--- src/rtl/pc_pkg.sv ---
// =====================================================================
// Module   : pc_pkg
// Brief    : Redirect opcode encoding shared by the PC sequencer.
// Revision : 1.0
// =====================================================================
`default_nettype none

package pc_pkg;

   localparam int PC_OP_W = 3;

   typedef enum logic [PC_OP_W-1:0] {
      PC_OP_NONE   = 3'd0,
      PC_OP_JUMP   = 3'd1,
      PC_OP_BRANCH = 3'd2,
      PC_OP_CALL   = 3'd3,
      PC_OP_RET    = 3'd4
   } pc_op_e;

endpackage

`default_nettype wire

--- src/rtl/pc_seq_if.sv ---
// =====================================================================
// Module   : pc_seq_if
// Brief    : Redirect/stall request bundle and fetch-address/RAS status.
// Revision : 1.0
// =====================================================================
`default_nettype none

interface pc_seq_if #(
   parameter int WIDTH = 8
);
   import pc_pkg::*;

   logic                 stall_i;
   logic [PC_OP_W-1:0]   op_i;
   logic [WIDTH-1:0]     target_i;
   logic                 err_clr_i;
   logic [WIDTH-1:0]     pc_o;
   logic                 ras_empty_o;
   logic                 ras_full_o;
   logic                 ras_err_o;

   modport master (
      output stall_i, op_i, target_i, err_clr_i,
      input  pc_o, ras_empty_o, ras_full_o, ras_err_o
   );

   modport slave (
      input  stall_i, op_i, target_i, err_clr_i,
      output pc_o, ras_empty_o, ras_full_o, ras_err_o
   );

endinterface

`default_nettype wire

--- src/rtl/pc_ras.sv ---
// =====================================================================
// Module   : pc_ras
// Brief    : Circular LIFO return-address stack; overwrites oldest on full.
// Revision : 1.0
// =====================================================================
`default_nettype none

module pc_ras #(
   parameter int WIDTH = 8,
   parameter int DEPTH = 4
) (
   input  logic             clk_i,
   input  logic             rst_n_i,
   input  logic             push_i,
   input  logic             pop_i,
   input  logic [WIDTH-1:0] data_i,
   output logic [WIDTH-1:0] data_o,
   output logic             empty_o,
   output logic             full_o,
   output logic             ovf_o,
   output logic             unf_o
);
   import pc_pkg::*;

   localparam int PTR_W = $clog2(DEPTH);
   localparam int CNT_W = $clog2(DEPTH + 1);
   localparam logic [CNT_W-1:0] CNT_FULL = CNT_W'(DEPTH);

   logic [WIDTH-1:0] mem_q [DEPTH];
   logic [PTR_W-1:0] top_q, top_d;
   logic [CNT_W-1:0] cnt_q, cnt_d;
   logic [PTR_W-1:0] wr_ptr;
   logic             wr_en;

   assign empty_o = (cnt_q == '0);
   assign full_o  = (cnt_q == CNT_FULL);
   assign ovf_o   = push_i & full_o;
   assign unf_o   = pop_i & ~push_i & empty_o;
   assign data_o  = mem_q[top_q];

   // Pushing when full lands on the oldest slot: the pointer wraps into it.
   always_comb begin
      top_d  = top_q;
      cnt_d  = cnt_q;
      wr_en  = 1'b0;
      wr_ptr = top_q + PTR_W'(1);
      if (push_i) begin
         wr_en = 1'b1;
         top_d = wr_ptr;
         if (!full_o) begin
            cnt_d = cnt_q + CNT_W'(1);
         end
      end else if (pop_i && !empty_o) begin
         top_d = top_q - PTR_W'(1);
         cnt_d = cnt_q - CNT_W'(1);
      end
   end

   always_ff @(posedge clk_i or negedge rst_n_i) begin
      if (!rst_n_i) begin
         top_q <= '0;
         cnt_q <= '0;
      end else begin
         top_q <= top_d;
         cnt_q <= cnt_d;
      end
   end

   always_ff @(posedge clk_i) begin
      if (wr_en) begin
         mem_q[wr_ptr] <= data_i;
      end
   end

endmodule

`default_nettype wire

--- src/rtl/pc_seq.sv ---
// =====================================================================
// Module   : pc_seq
// Brief    : Fetch PC sequencer: step, stall, jump, branch, call/return.
//            Return-address stack compiled in when PC_SEQ_RAS_EN is defined.
// Revision : 1.0
// =====================================================================
`default_nettype none

module pc_seq #(
   parameter int WIDTH     = 8,
   parameter int STEP      = 2,
   parameter int RESET_VEC = 0,
   parameter int RAS_DEPTH = 4
) (
   input  logic     clk_i,
   input  logic     rst_n_i,
   pc_seq_if.slave  bus
);
   import pc_pkg::*;

   localparam logic [WIDTH-1:0] STEP_W = WIDTH'(STEP);
   localparam logic [WIDTH-1:0] RST_PC = WIDTH'(RESET_VEC);

   logic [WIDTH-1:0] pc_q, pc_d;
   logic [WIDTH-1:0] seq_pc;

   assign seq_pc = bus.stall_i ? pc_q : pc_q + STEP_W;

`ifdef PC_SEQ_RAS_EN
   logic             push_req;
   logic             pop_req;
   logic [WIDTH-1:0] ras_top;
   logic             ras_empty;
   logic             ras_full;
   logic             ras_ovf;
   logic             ras_unf;
   logic             err_q, err_d;

   pc_ras #(
      .WIDTH (WIDTH),
      .DEPTH (RAS_DEPTH)
   ) u_ras (
      .clk_i   (clk_i),
      .rst_n_i (rst_n_i),
      .push_i  (push_req),
      .pop_i   (pop_req),
      .data_i  (pc_q + STEP_W),
      .data_o  (ras_top),
      .empty_o (ras_empty),
      .full_o  (ras_full),
      .ovf_o   (ras_ovf),
      .unf_o   (ras_unf)
   );
`endif

   always_comb begin
      pc_d = seq_pc;
`ifdef PC_SEQ_RAS_EN
      push_req = 1'b0;
      pop_req  = 1'b0;
`endif
      case (pc_op_e'(bus.op_i))
         PC_OP_JUMP:   pc_d = bus.target_i;
         PC_OP_BRANCH: pc_d = pc_q + bus.target_i;
         PC_OP_CALL: begin
            pc_d = bus.target_i;
`ifdef PC_SEQ_RAS_EN
            push_req = 1'b1;
`endif
         end
         PC_OP_RET: begin
`ifdef PC_SEQ_RAS_EN
            // An empty-stack return falls through to the sequential PC.
            pop_req = 1'b1;
            if (!ras_empty) begin
               pc_d = ras_top;
            end
`else
            pc_d = seq_pc;
`endif
         end
         default:      pc_d = seq_pc;
      endcase
   end

`ifdef PC_SEQ_RAS_EN
   always_comb begin
      err_d = err_q;
      if (ras_ovf || ras_unf) begin
         err_d = 1'b1;
      end else if (bus.err_clr_i) begin
         err_d = 1'b0;
      end
   end

   always_ff @(posedge clk_i or negedge rst_n_i) begin
      if (!rst_n_i) begin
         err_q <= 1'b0;
      end else begin
         err_q <= err_d;
      end
   end

   assign bus.ras_empty_o = ras_empty;
   assign bus.ras_full_o  = ras_full;
   assign bus.ras_err_o   = err_q;
`else
   logic unused_err_clr;
   assign unused_err_clr  = bus.err_clr_i;
   assign bus.ras_empty_o = 1'b1;
   assign bus.ras_full_o  = 1'b0;
   assign bus.ras_err_o   = 1'b0;
`endif

   always_ff @(posedge clk_i or negedge rst_n_i) begin
      if (!rst_n_i) begin
         pc_q <= RST_PC;
      end else begin
         pc_q <= pc_d;
      end
   end

   assign bus.pc_o = pc_q;

endmodule

`default_nettype wire
--- src/flat_wrapper.sv ---
// flat-port wrapper written by rule: the top's interface ports become plain ports
module pc_seq_flat import pc_pkg::*;
#(
   parameter int WIDTH     = 8,
   parameter int STEP      = 2,
   parameter int RESET_VEC = 0,
   parameter int RAS_DEPTH = 4
)
  (clk_i, rst_n_i, bus_stall_i, bus_op_i, bus_target_i, bus_err_clr_i, bus_pc_o, bus_ras_empty_o, bus_ras_full_o, bus_ras_err_o);
  pc_seq_if #(.WIDTH(WIDTH)) bus_i ();
  input  logic clk_i;
  input  logic rst_n_i;
  input wire logic [$bits(bus_i.stall_i)-1:0] bus_stall_i;
  input wire logic [$bits(bus_i.op_i)-1:0] bus_op_i;
  input wire logic [$bits(bus_i.target_i)-1:0] bus_target_i;
  input wire logic [$bits(bus_i.err_clr_i)-1:0] bus_err_clr_i;
  output wire logic [$bits(bus_i.pc_o)-1:0] bus_pc_o;
  output wire logic [$bits(bus_i.ras_empty_o)-1:0] bus_ras_empty_o;
  output wire logic [$bits(bus_i.ras_full_o)-1:0] bus_ras_full_o;
  output wire logic [$bits(bus_i.ras_err_o)-1:0] bus_ras_err_o;
  assign bus_i.stall_i = bus_stall_i;
  assign bus_i.op_i = bus_op_i;
  assign bus_i.target_i = bus_target_i;
  assign bus_i.err_clr_i = bus_err_clr_i;
  assign bus_pc_o = bus_i.pc_o;
  assign bus_ras_empty_o = bus_i.ras_empty_o;
  assign bus_ras_full_o = bus_i.ras_full_o;
  assign bus_ras_err_o = bus_i.ras_err_o;
  pc_seq #(.WIDTH(WIDTH), .STEP(STEP), .RESET_VEC(RESET_VEC), .RAS_DEPTH(RAS_DEPTH)) u_core (.clk_i(clk_i), .rst_n_i(rst_n_i), .bus(bus_i));
endmodule
--- config.mk ---
export PLATFORM = sky130hd
export DESIGN_NAME = pc_seq_flat
export DESIGN_NICKNAME = d
export VERILOG_FILES = /design/src/rtl/pc_pkg.sv /design/src/rtl/pc_seq_if.sv /design/src/rtl/pc_ras.sv /design/src/rtl/pc_seq.sv /design/src/flat_wrapper.sv
export SDC_FILE = /design/constraint.sdc
export NUM_CORES = 1
export LEC_CHECK = 0
export CAP_MARGIN = 5
export CORE_ASPECT_RATIO = 0.6
export CORE_UTILIZATION = 40
export CTS_CLUSTER_DIAMETER = 100
export DETAILED_ROUTE_END_ITERATION = 10
export DONT_BUFFER_PORTS = 1
export GPL_TIMING_DRIVEN = 1
export SLEW_MARGIN = 20
export SYNTH_ARGS = -nofsm -noshare
export SYNTH_HDL_FRONTEND = slang
export SYNTH_SLANG_ARGS = --single-unit
--- constraint.sdc ---
create_clock -name clk_i -period 3 [get_ports clk_i]
set_clock_uncertainty 0.15 [all_clocks]
set_input_delay 0.6 -clock clk_i [delete_from_list [all_inputs] [get_ports clk_i]]
set_output_delay 0.6 -clock clk_i [all_outputs]
set_load 0.1 [all_outputs]
==> results of run 1 <==
[power breakdown]
group,internal [mW],switching (mW)
registers,0.142,0.0520
logic,0.187,0.467
clock network,0.0864,0.0369
total,0.416,0.556
[synth_stat cells, types with 3 or more instances]
cell type	instances	area, um^2
dfrtp_1	8	200
o31ai_1	3	22.5
ha_1	8	100
nor2_1	9	33.8
nand3_1	5	25.0
buf_4	3	22.5
nand2_1	6	22.5
nand2b_1	3	18.8
a21oi_1	6	30.0
inv_1	3	11.3
o21ai_0	7	35.0
[critical path, delay by kind of cell (launching register included)]
family | cells | cell delay [ns]
flops | 1 | 0.37
compound gates | 3 | 0.72
xor+xnor | 1 | 0.11
simple gates | 1 | 0.07
fa+ha+maj | 2 | 0.66
[stage by stage]
step	setup slack (ns)	util (%)	power (mW)	hold slack [ns]
floorplan	0.317	-	0.716	0.154
global placement	0.557	45.6	0.837	0.155
detailed placement	0.600	45.6	0.842	0.155
CTS	0.782	48.0	0.977	0.346
global route	0.697	48.0	1.04	0.360
finish	0.783	48.0	0.972	0.351
[routing by layer]
layer  GRT usage [%]  routed length (um)
met5               0                   0
met2            26.1                 879
met3            2.94                 341
met4            6.82                   0
met1            31.8                1080
[final cells by class]
cell class / instances / share of cell area [%]
tap: 30 / 3.61
multi-input combinational: 95 / 64.6
timing repair buffer: 10 / 7.47
clock buffer: 3 / 3.98
inverter: 3 / 1.08
sequential: 8 / 19.3
[kinds of logic (layout without fill, tap and decap cells)]
family | Yosys count | after routing | synth area share (%)
adder cells (fa/ha/maj) | 9 | 9 | 13.1
XOR/XNOR | 3 | 3 | 2.86
flip-flops | 8 | 8 | 21.8
AO/OA/AOI/OAI | 41 | 41 | 32.2
buffers and inverters | 9 | 16 | 5.71
AND/OR/NAND/NOR | 38 | 38 | 22.4
other | 2 | 3 | 0.817
multiplexers | 1 | 1 | 1.09
[how the worst max path moves through the flow]
stage,slack [ns],end,startpoint,cells past startpoint
after floorplan,0.32,u_core.bus.pc_o[7],u_core.bus.pc_o[1],6
after global placement,0.56,u_core.bus.pc_o[4],bus_target_i[0],7
after detailed placement,0.60,u_core.bus.pc_o[4],bus_target_i[0],7
after CTS,0.78,u_core.bus.pc_o[6],u_core.bus.pc_o[0],7
after global routing,0.70,u_core.bus.pc_o[6],u_core.bus.pc_o[0],7
final,0.78,u_core.bus.pc_o[4],u_core.bus.pc_o[0],7
==> results.py, run 1 <==
metrics = {
    "detailed_routing": {
        "final_antenna_net_count": 0,
        "vias": 916,
        "remaining_drc_errors": 0,
        "drt-total-wl_mm": 2.30,
        "wl_per_cell_um": 15.4,
        "viasPerCell": 6.15,
        "drt-pass1-iter-count": 4,
        "drtIter0Drc": 100,
    },
    "sta": {
        "setup_tns_ns": 0,
        "period_minus_slack_ns": 2.22,
        "finalCritPeriodShare_pct": 73.9,
        "worst_pin_slew_ns": 0.652,
        "setup_viol": 0,
        "max_freq_mhz": 451,
        "max-slew-margin-rel_pct": 56.4,
        "slew_violations": 0,
        "hold_violations": 0,
        "rsz0062_at_grt": "no",
    },
    "cells_and_area": {
        "seq_area_um2": 200,
        "drive_gt1_share_pct": 12.6,
        "layout_common_cells": "nor2_1, buf_4, ha_1, dfrtp_1, o21ai_0",
        "diodes": 0,
        "final_cell_area_um2": 1040,
        "instances_no_fill": 149,
        "multi_input_area_um2": 671,
        "area_growth_pct": 12.9,
        "largest_reg_flops": 8,
        "final.fill_count": 212,
        "fin_nets": 145,
    },
    "logic_synthesis": {
        "ys.flop_type": "dfrtp_1",
        "ys_ff_latch": 8,
        "syn-cell-area_um2": 920,
        "avgSynthCellArea_um2": 8.28,
        "synth_cells": 111,
        "ys_types": 46,
        "synth-edff-count": 0,
        "synthArstFlopShare_pct": 100,
        "yosysWarnings": 0,
        "yosysSeqAreaShare_pct": 21.8,
    },
    "critical_path": {
        "cp_cell_sequence": "ha_1, fa_1, a21o_1, a21oi_1, xnor2_1, a222oi_1, nor2_1",
        "crit_path_max_incr_delay_ns": 0.42,
        "cp_max_fo": 3,
        "cp-end-kind": "flip-flop",
        "start_kind": "flip-flop",
        "critPathArrivalTime_ns": 2.16,
        "timing.rr.start": "u_core.bus.pc_o[0]",
        "r2r-end": "u_core.bus.pc_o[4]",
        "cp.required_ns": 2.94,
        "cp_slowest_cell": "fa_1",
        "critPathKind": "flip-flop to flip-flop",
        "reg2reg_slack_ns": 0.78,
        "rr_worst_depth": 7,
    },
    "clock_tree": {
        "cts_buffer_depth": 2,
        "post_cts_buffers": 0,
        "clk_pin_slew_ns": 0.04,
        "numCtsBuffers": 3,
        "cts_max_level": 1,
        "cts_root_buf": "clkbuf_8",
        "tritoncts": "done",
        "cts_hold_buf": 1,
        "clock_latency_ns": 0.22,
        "post_cts_resized": 0,
        "clock_sinks": 8,
    },
    "floorplan": {
        "die_y_um": 39.1,
        "initial_core_util_pct": 42.5,
        "io_pins": 26,
        "rows": 13,
        "core_um2": 2160,
        "dieArea_um2": 2500,
        "die_w_um": 63.9,
    },
    "outcome": {
        "outcome": "complete, no violations",
    },
    "min_path": {
        "holdPathEnd": "u_core.bus.pc_o[0]",
        "min_path_type": "input port to flip-flop",
        "min_from": "bus_op_i[0]",
        "hold_path_depth": 1,
    },
    "place": {
        "placed_cell_area_um2": 987,
        "hpwl_mm": 1.86,
        "gp_congestion": 0.852,
        "dp_cells": 145,
        "numPortBuffers": 0,
    },
    "global_routing": {
        "grt_start_max_net_pins": 10,
        "grt_overflow": 0,
        "grt_pass1_wl_mm": 3.62,
        "grt_util_all_layers_pct": 20.1,
        "grt_pass1_vias": 763,
        "antenna_found_initial": 0,
    },
    "power_and_ir_drop": {
        "ir_worst_vdd_mv": 0.443,
        "p_leak_nw": 0.467,
        "power.density_nw_per_um2": 936,
    },
    "job": {
        "cap_violations": 0,
    },
}
Note: power is estimated with default switching activity, not from simulation.
==> inputs of run 2 (changes only) <==
Clock period 3 ns to 1.9 ns, I/O delays scaled along.
==> run 2 against run 1 <==
The run now ends with negative setup slack left. Clock power is 81% higher. Critical path depth unchanged. Critical endpoint unchanged. Utilization up 12 points. Non-clock buffer count rose by 18. Wire length rose by 24%. Via count increased by 11%. Hold slack got worse by 0.25 ns. Highest routed layer is now met4. Sequential power rose by 62%. Total power increased by 90%. Register-to-register slack got worse by 0.97 ns.
==> results.py, run 2 (synthesized netlist as in run 1, its figures left out) <==
metrics = {
    "critical_path": {
        "cp_slowest_cell": "dfrtp_4",
        "critPathArrivalTime_ns": 2.04,
        "cp_cell_sequence": "ha_4, fa_2, a21o_1, a21oi_2, xnor2_1, a222oi_1, nor2_1",
        "start_kind": "flip-flop",
        "timing.rr.start": "u_core.bus.pc_o[0]",
        "rr_worst_depth": 7,
        "crit_path_max_incr_delay_ns": 0.48,
        "reg2reg_slack_ns": -0.18,
        "cp_max_fo": 2,
        "cp.required_ns": 1.85,
        "crit_family": "compound AO/OA/AOI/OAI gates",
        "critPathKind": "flip-flop to flip-flop",
        "path_buf_inv": 0,
        "r2r-end": "u_core.bus.pc_o[4]",
        "cp-end-kind": "flip-flop",
    },
    "sta": {
        "slew_violations": 0,
        "hold_violations": 0,
        "period_minus_slack_ns": 2.08,
        "rsz0062_at_grt": "yes",
        "max_freq_mhz": 480,
        "finalCritPeriodShare_pct": 110,
        "setup_viol": 5,
        "worst_slack_ns": -0.184,
    },
    "min_path": {
        "min_path_type": "input port to flip-flop",
        "holdPathEnd": "u_core.bus.pc_o[0]",
        "hold_path_depth": 1,
        "min_from": "bus_op_i[0]",
    },
    "clock_tree": {
        "clock_latency_ns": 0.23,
        "clock_sinks": 8,
        "cts_root_buf": "clkbuf_8",
        "cts_buffer_depth": 2,
        "numCtsBuffers": 3,
        "tritoncts": "done",
        "clk_pin_slew_ns": 0.05,
        "cts_max_level": 1,
    },
    "floorplan": {
        "rows": 13,
        "initial_core_util_pct": 42.5,
        "die_y_um": 39.1,
        "io_pins": 26,
        "dieArea_um2": 2500,
        "die_w_um": 63.9,
        "core_um2": 2160,
    },
    "detailed_routing": {
        "final_antenna_net_count": 0,
        "vias": 1020,
        "wl_per_cell_um": 17.0,
        "viasPerCell": 6.07,
        "drt-pass1-iter-count": 4,
        "remaining_drc_errors": 0,
        "drt-total-wl_mm": 2.85,
        "drtIter0Drc": 108,
    },
    "global_routing": {
        "grt_pass1_wl_mm": 4.37,
        "antenna_found_initial": 0,
        "grt_overflow": 0,
        "grt_pass1_vias": 901,
        "grt_util_all_layers_pct": 24.7,
        "grt_start_max_net_pins": 10,
    },
    "cells_and_area": {
        "layout_common_cells": "buf_4, nor2_1, nand2_1",
        "area_growth_pct": 40.5,
        "diodes": 0,
        "final_common_cell": "buf_4",
        "final.fill_count": 186,
        "drive_gt1_share_pct": 39.1,
        "final_util_pct": 59.7,
        "seq_area_um2": 219,
        "multi_input_area_um2": 763,
        "largest_reg_flops": 8,
        "fin_nets": 163,
    },
    "outcome": {
        "outcome": "finished with violations",
        "violations": "negative setup slack",
    },
    "place": {
        "numPortBuffers": 0,
        "gp_congestion": 0.885,
        "hpwl_mm": 2.24,
    },
    "power_and_ir_drop": {
        "p_leak_nw": 0.554,
        "p_total_mw": 1.85,
        "power.density_nw_per_um2": 1430,
        "ir_worst_vdd_mv": 0.428,
    },
    "job": {
        "cap_violations": 0,
    },
}
## run 2: cell type report
| class | instances | area share, % |
|---|---|---|
| Inverter | 3 | 0.871 |
| Multi-Input combinational cell | 95 | 59.1 |
| Tap cell | 30 | 2.90 |
| Clock buffer | 4 | 3.48 |
| Timing Repair Buffer | 28 | 16.7 |
| Sequential cell | 8 | 16.9 |
## run 2: where the power goes
group | switching (mW) | leakage [nW] | total, mW | internal [mW]
sequential | 0.0716 | 0.0896 | 0.315 | 0.243
clock | 0.0764 | 0.0228 | 0.223 | 0.146
combinational | 0.849 | 0.442 | 1.31 | 0.464
total | 0.997 | 0.554 | 1.85 | 0.854
## run 2: per-stage QoR
step	worst slack, ns	area (um^2)	hold slack (ns)	cells	TNS (ns)
final	-0.184	1290	0.0965	168	-0.548
after global routing	-0.243	1290	0.121	168	-1.01
after CTS	-0.175	1270	0.102	168	-0.489
after detailed placement	-0.176	1180	-0.0653	162	-0.690
after global placement	-0.162	1180	-0.0653	162	-0.579
after floorplan	-0.266	986	-0.0656	112	-0.905
## run 2: how the worst max path moves through the flow
stage,cells past startpoint,endpoint,slack (ns),startpoint
CTS,7,u_core.bus.pc_o[6],-0.18,u_core.bus.pc_o[0]
global placement,7,u_core.bus.pc_o[6],-0.16,u_core.bus.pc_o[0]
finish,7,u_core.bus.pc_o[4],-0.18,u_core.bus.pc_o[0]
global route,8,u_core.bus.pc_o[7],-0.24,u_core.bus.pc_o[1]
detailed placement,6,u_core.bus.pc_o[7],-0.18,u_core.bus.pc_o[2]
floorplan,7,u_core.bus.pc_o[6],-0.27,u_core.bus.pc_o[0]
## run 2: layer usage
metal	part of all wire (%)	track usage (%)
met4	2.4	11.4
met1	46	33.5
met5	0	0
met2	41	36.2
met3	11	7.06
## run 2: repair_timing
action	in CTS	in global routing
setup endpoints to repair	5	6
endpoints found under the hold margin	8	0
hold buffers	1	0
pin swaps	3	0
buffers inserted	1	0
gates resized for setup	7	5
## run 2: worst register-to-register path, delay by kind of cell (launching register included)
family,cells,cell delay (ns)
AO/OA/AOI/OAI,3,0.64
adder cells (fa/ha/maj),2,0.51
flip-flops,1,0.48
XOR/XNOR,1,0.09
AND/OR/NAND/NOR,1,0.07
==> inputs of run 3 (changes only) <==
Settings changed: CELL_PAD_IN_SITES_DETAIL_PLACEMENT set to 1, CELL_PAD_IN_SITES_GLOBAL_PLACEMENT set to 2, CORE_UTILIZATION 40 to 32, PLACE_DENSITY_LB_ADDON set to 0.1.
==> run 3 against run 2 <==
The flow finishes with violations (design-rule violations, negative setup slack). Largest cell class unchanged. Register-to-register slack got worse by 0.06 ns. First-iteration DRC count decreased by 9.3%. Maximum frequency decreased by 2.7%. Die area increased by 24%. Utilization decreased by 9.1 points. Clock power decreased by 3%. Clock-buffer cell count unchanged. Sequential power increased by 2%.
==> results.py, run 3 (synthesized netlist as in run 1, its figures left out) <==
metrics = {
    "place": {
        "gp_congestion": 0.819,
        "numPortBuffers": 0,
        "hpwl_mm": 2.57,
        "dp_cells": 161,
        "placed_cell_area_um2": 1160,
    },
    "cells_and_area": {
        "final_cell_area_um2": 1320,
        "largest_reg_flops": 8,
        "area_growth_pct": 43.8,
        "instances_no_fill": 170,
        "final_common_cell": "buf_4",
        "drive_gt1_share_pct": 42.0,
        "diodes": 0,
        "final_util_pct": 50.7,
        "layout_common_cells": "buf_4, nor2_1, nand2_1",
        "fin_nets": 163,
        "final.fill_count": 307,
    },
    "critical_path": {
        "timing.rr.start": "u_core.bus.pc_o[0]",
        "r2r-end": "u_core.bus.pc_o[4]",
        "cp_cell_sequence": "ha_4, fa_2, a21o_1, a21oi_2, xnor2_1, a222oi_1, nor2_1",
        "crit_family": "compound AO/OA/AOI/OAI gates",
        "start_kind": "flip-flop",
        "crit_cells": 7,
        "rr_worst_depth": 7,
        "crit_path_start": "u_core.bus.pc_o[0]",
        "critPathArrivalTime_ns": 2.09,
        "path_buf_inv": 0,
        "crit_end": "u_core.bus.pc_o[4]",
        "critPathKind": "flip-flop to flip-flop",
        "crit_path_max_incr_delay_ns": 0.48,
        "cp-end-kind": "flip-flop",
        "cp.required_ns": 1.85,
        "reg2reg_slack_ns": -0.24,
        "cp_max_fo": 3,
        "cp_slowest_cell": "dfrtp_4",
    },
    "power_and_ir_drop": {
        "swShare_pct": 54.8,
        "power_switching_mw": 1.04,
        "power.share.sequential_pct": 17.0,
        "p_total_mw": 1.89,
        "clkPwrFrac_pct": 11.4,
        "power.density_nw_per_um2": 1430,
        "combPwrFrac_pct": 71.5,
        "p_leak_nw": 0.563,
        "ir_worst_vdd_mv": 0.516,
        "p_int_mw": 0.856,
    },
    "global_routing": {
        "grt_overflow": 0,
        "grt_start_max_net_pins": 10,
        "grt_pass1_vias": 989,
        "antenna_found_initial": 0,
        "grt_pass1_wl_mm": 5.28,
        "grt_util_all_layers_pct": 22.7,
    },
    "detailed_routing": {
        "vias": 1015,
        "remaining_drc_errors": 4,
        "drt-total-wl_mm": 3.37,
        "wl_per_cell_um": 19.8,
        "drt-pass1-iter-count": 7,
        "viasPerCell": 5.97,
        "final_antenna_net_count": 0,
        "drtIter0Drc": 98,
    },
    "clock_tree": {
        "cts_root_buf": "clkbuf_8",
        "clock_sinks": 8,
        "clock_latency_ns": 0.23,
        "clk_pin_slew_ns": 0.05,
        "numCtsBuffers": 3,
        "cts_max_level": 1,
        "tritoncts": "done",
        "cts_buffer_depth": 2,
    },
    "sta": {
        "period_minus_slack_ns": 2.14,
        "finalCritPeriodShare_pct": 113,
        "rsz0062_at_grt": "yes",
        "max_freq_mhz": 467,
        "hold_violations": 0,
        "slew_violations": 0,
        "setup_tns_ns": -0.847,
        "setup_viol": 5,
        "worst_slack_ns": -0.241,
    },
    "floorplan": {
        "dieArea_um2": 3100,
        "core_um2": 2610,
        "rows": 14,
        "io_pins": 26,
        "die_y_um": 43.5,
        "initial_core_util_pct": 35.2,
        "die_w_um": 71.2,
    },
    "outcome": {
        "violations": "design-rule violations, negative setup slack",
        "outcome": "finished with violations",
    },
    "min_path": {
        "min_path_type": "input port to flip-flop",
    },
    "job": {
        "cap_violations": 0,
    },
}
==> run 3: cell counts in the layout (fill, tap and decap cells not counted) <==
No cell type changed its count.
==> run 3: area by class of cell <==
type                    instances  area [um^2]  share of cell area (%)
multi-input cells              95          791                    59.8
flip-flops and latches          8          219                    16.6
repair buffers                 28          216                    16.4
clock buffers                   4         45.0                    3.41
well taps                      32         40.0                    3.03
inverters                       3         11.3                   0.851
==> run 3: layer usage <==
| metal | global-route usage, % | up-vias | wire length, um |
|---|---|---|---|
| met5 | 0 | - | 0 |
| met4 | 6.00 | 0 | 10 |
| met3 | 3.02 | 2 | 302 |
| met2 | 32.4 | 42 | 1450 |
| met1 | 35.6 | 491 | 1610 |
| li1 | - | 480 | - |
==> run 3: what timing repair did <==
action                                  4_1_cts  5_1_grt
endpoints found under the setup margin        6        7
hold endpoints to repair                      8        0
hold buffers                                  1        0
setup buffers                                 1        3
pin swaps                                     0        8
gates resized for setup                       8       12
==> run 3: worst min path at each step <==
stage | cells after the start | endpoint | slack (ns) | startpoint
after floorplan | 0 | u_core.bus.pc_o[3] | -0.07 | rst_n_i
after global placement | 0 | u_core.bus.pc_o[1] | -0.07 | rst_n_i
after detailed placement | 0 | u_core.bus.pc_o[2] | -0.07 | rst_n_i
after CTS | 1 | u_core.bus.pc_o[0] | 0.11 | bus_op_i[0]
after global routing | 1 | u_core.bus.pc_o[0] | 0.12 | bus_op_i[0]
final | 1 | u_core.bus.pc_o[0] | 0.10 | bus_op_i[0]
==> run 3: worst reg2reg max path, stage by stage (launching register included) <==
cell      delay (ns)
dfrtp_4         0.48
ha_4            0.18
fa_2            0.34
a21o_1          0.18
a21oi_2         0.20
xnor2_1         0.10
a222oi_1        0.32
nor2_1          0.07
==> run 3: per-stage QoR <==
| step | setup slack [ns] | hold slack (ns) |
|---|---|---|
| after detailed placement | -0.260 | -0.0653 |
| after global placement | -0.185 | -0.0653 |
| final | -0.241 | 0.104 |
| after global routing | -0.313 | 0.117 |
| after CTS | -0.224 | 0.105 |
| after floorplan | -0.266 | -0.0656 |
==> run 3: power groups by stage <==
stage	logic (mW)	clock network [mW]	registers, mW
after global routing	1.44	0.225	0.328
after global placement	1.18	0	0.312
final	1.35	0.216	0.322
after detailed placement	1.21	0	0.314
after CTS	1.27	0.218	0.314
after floorplan	0.450	0	0.731
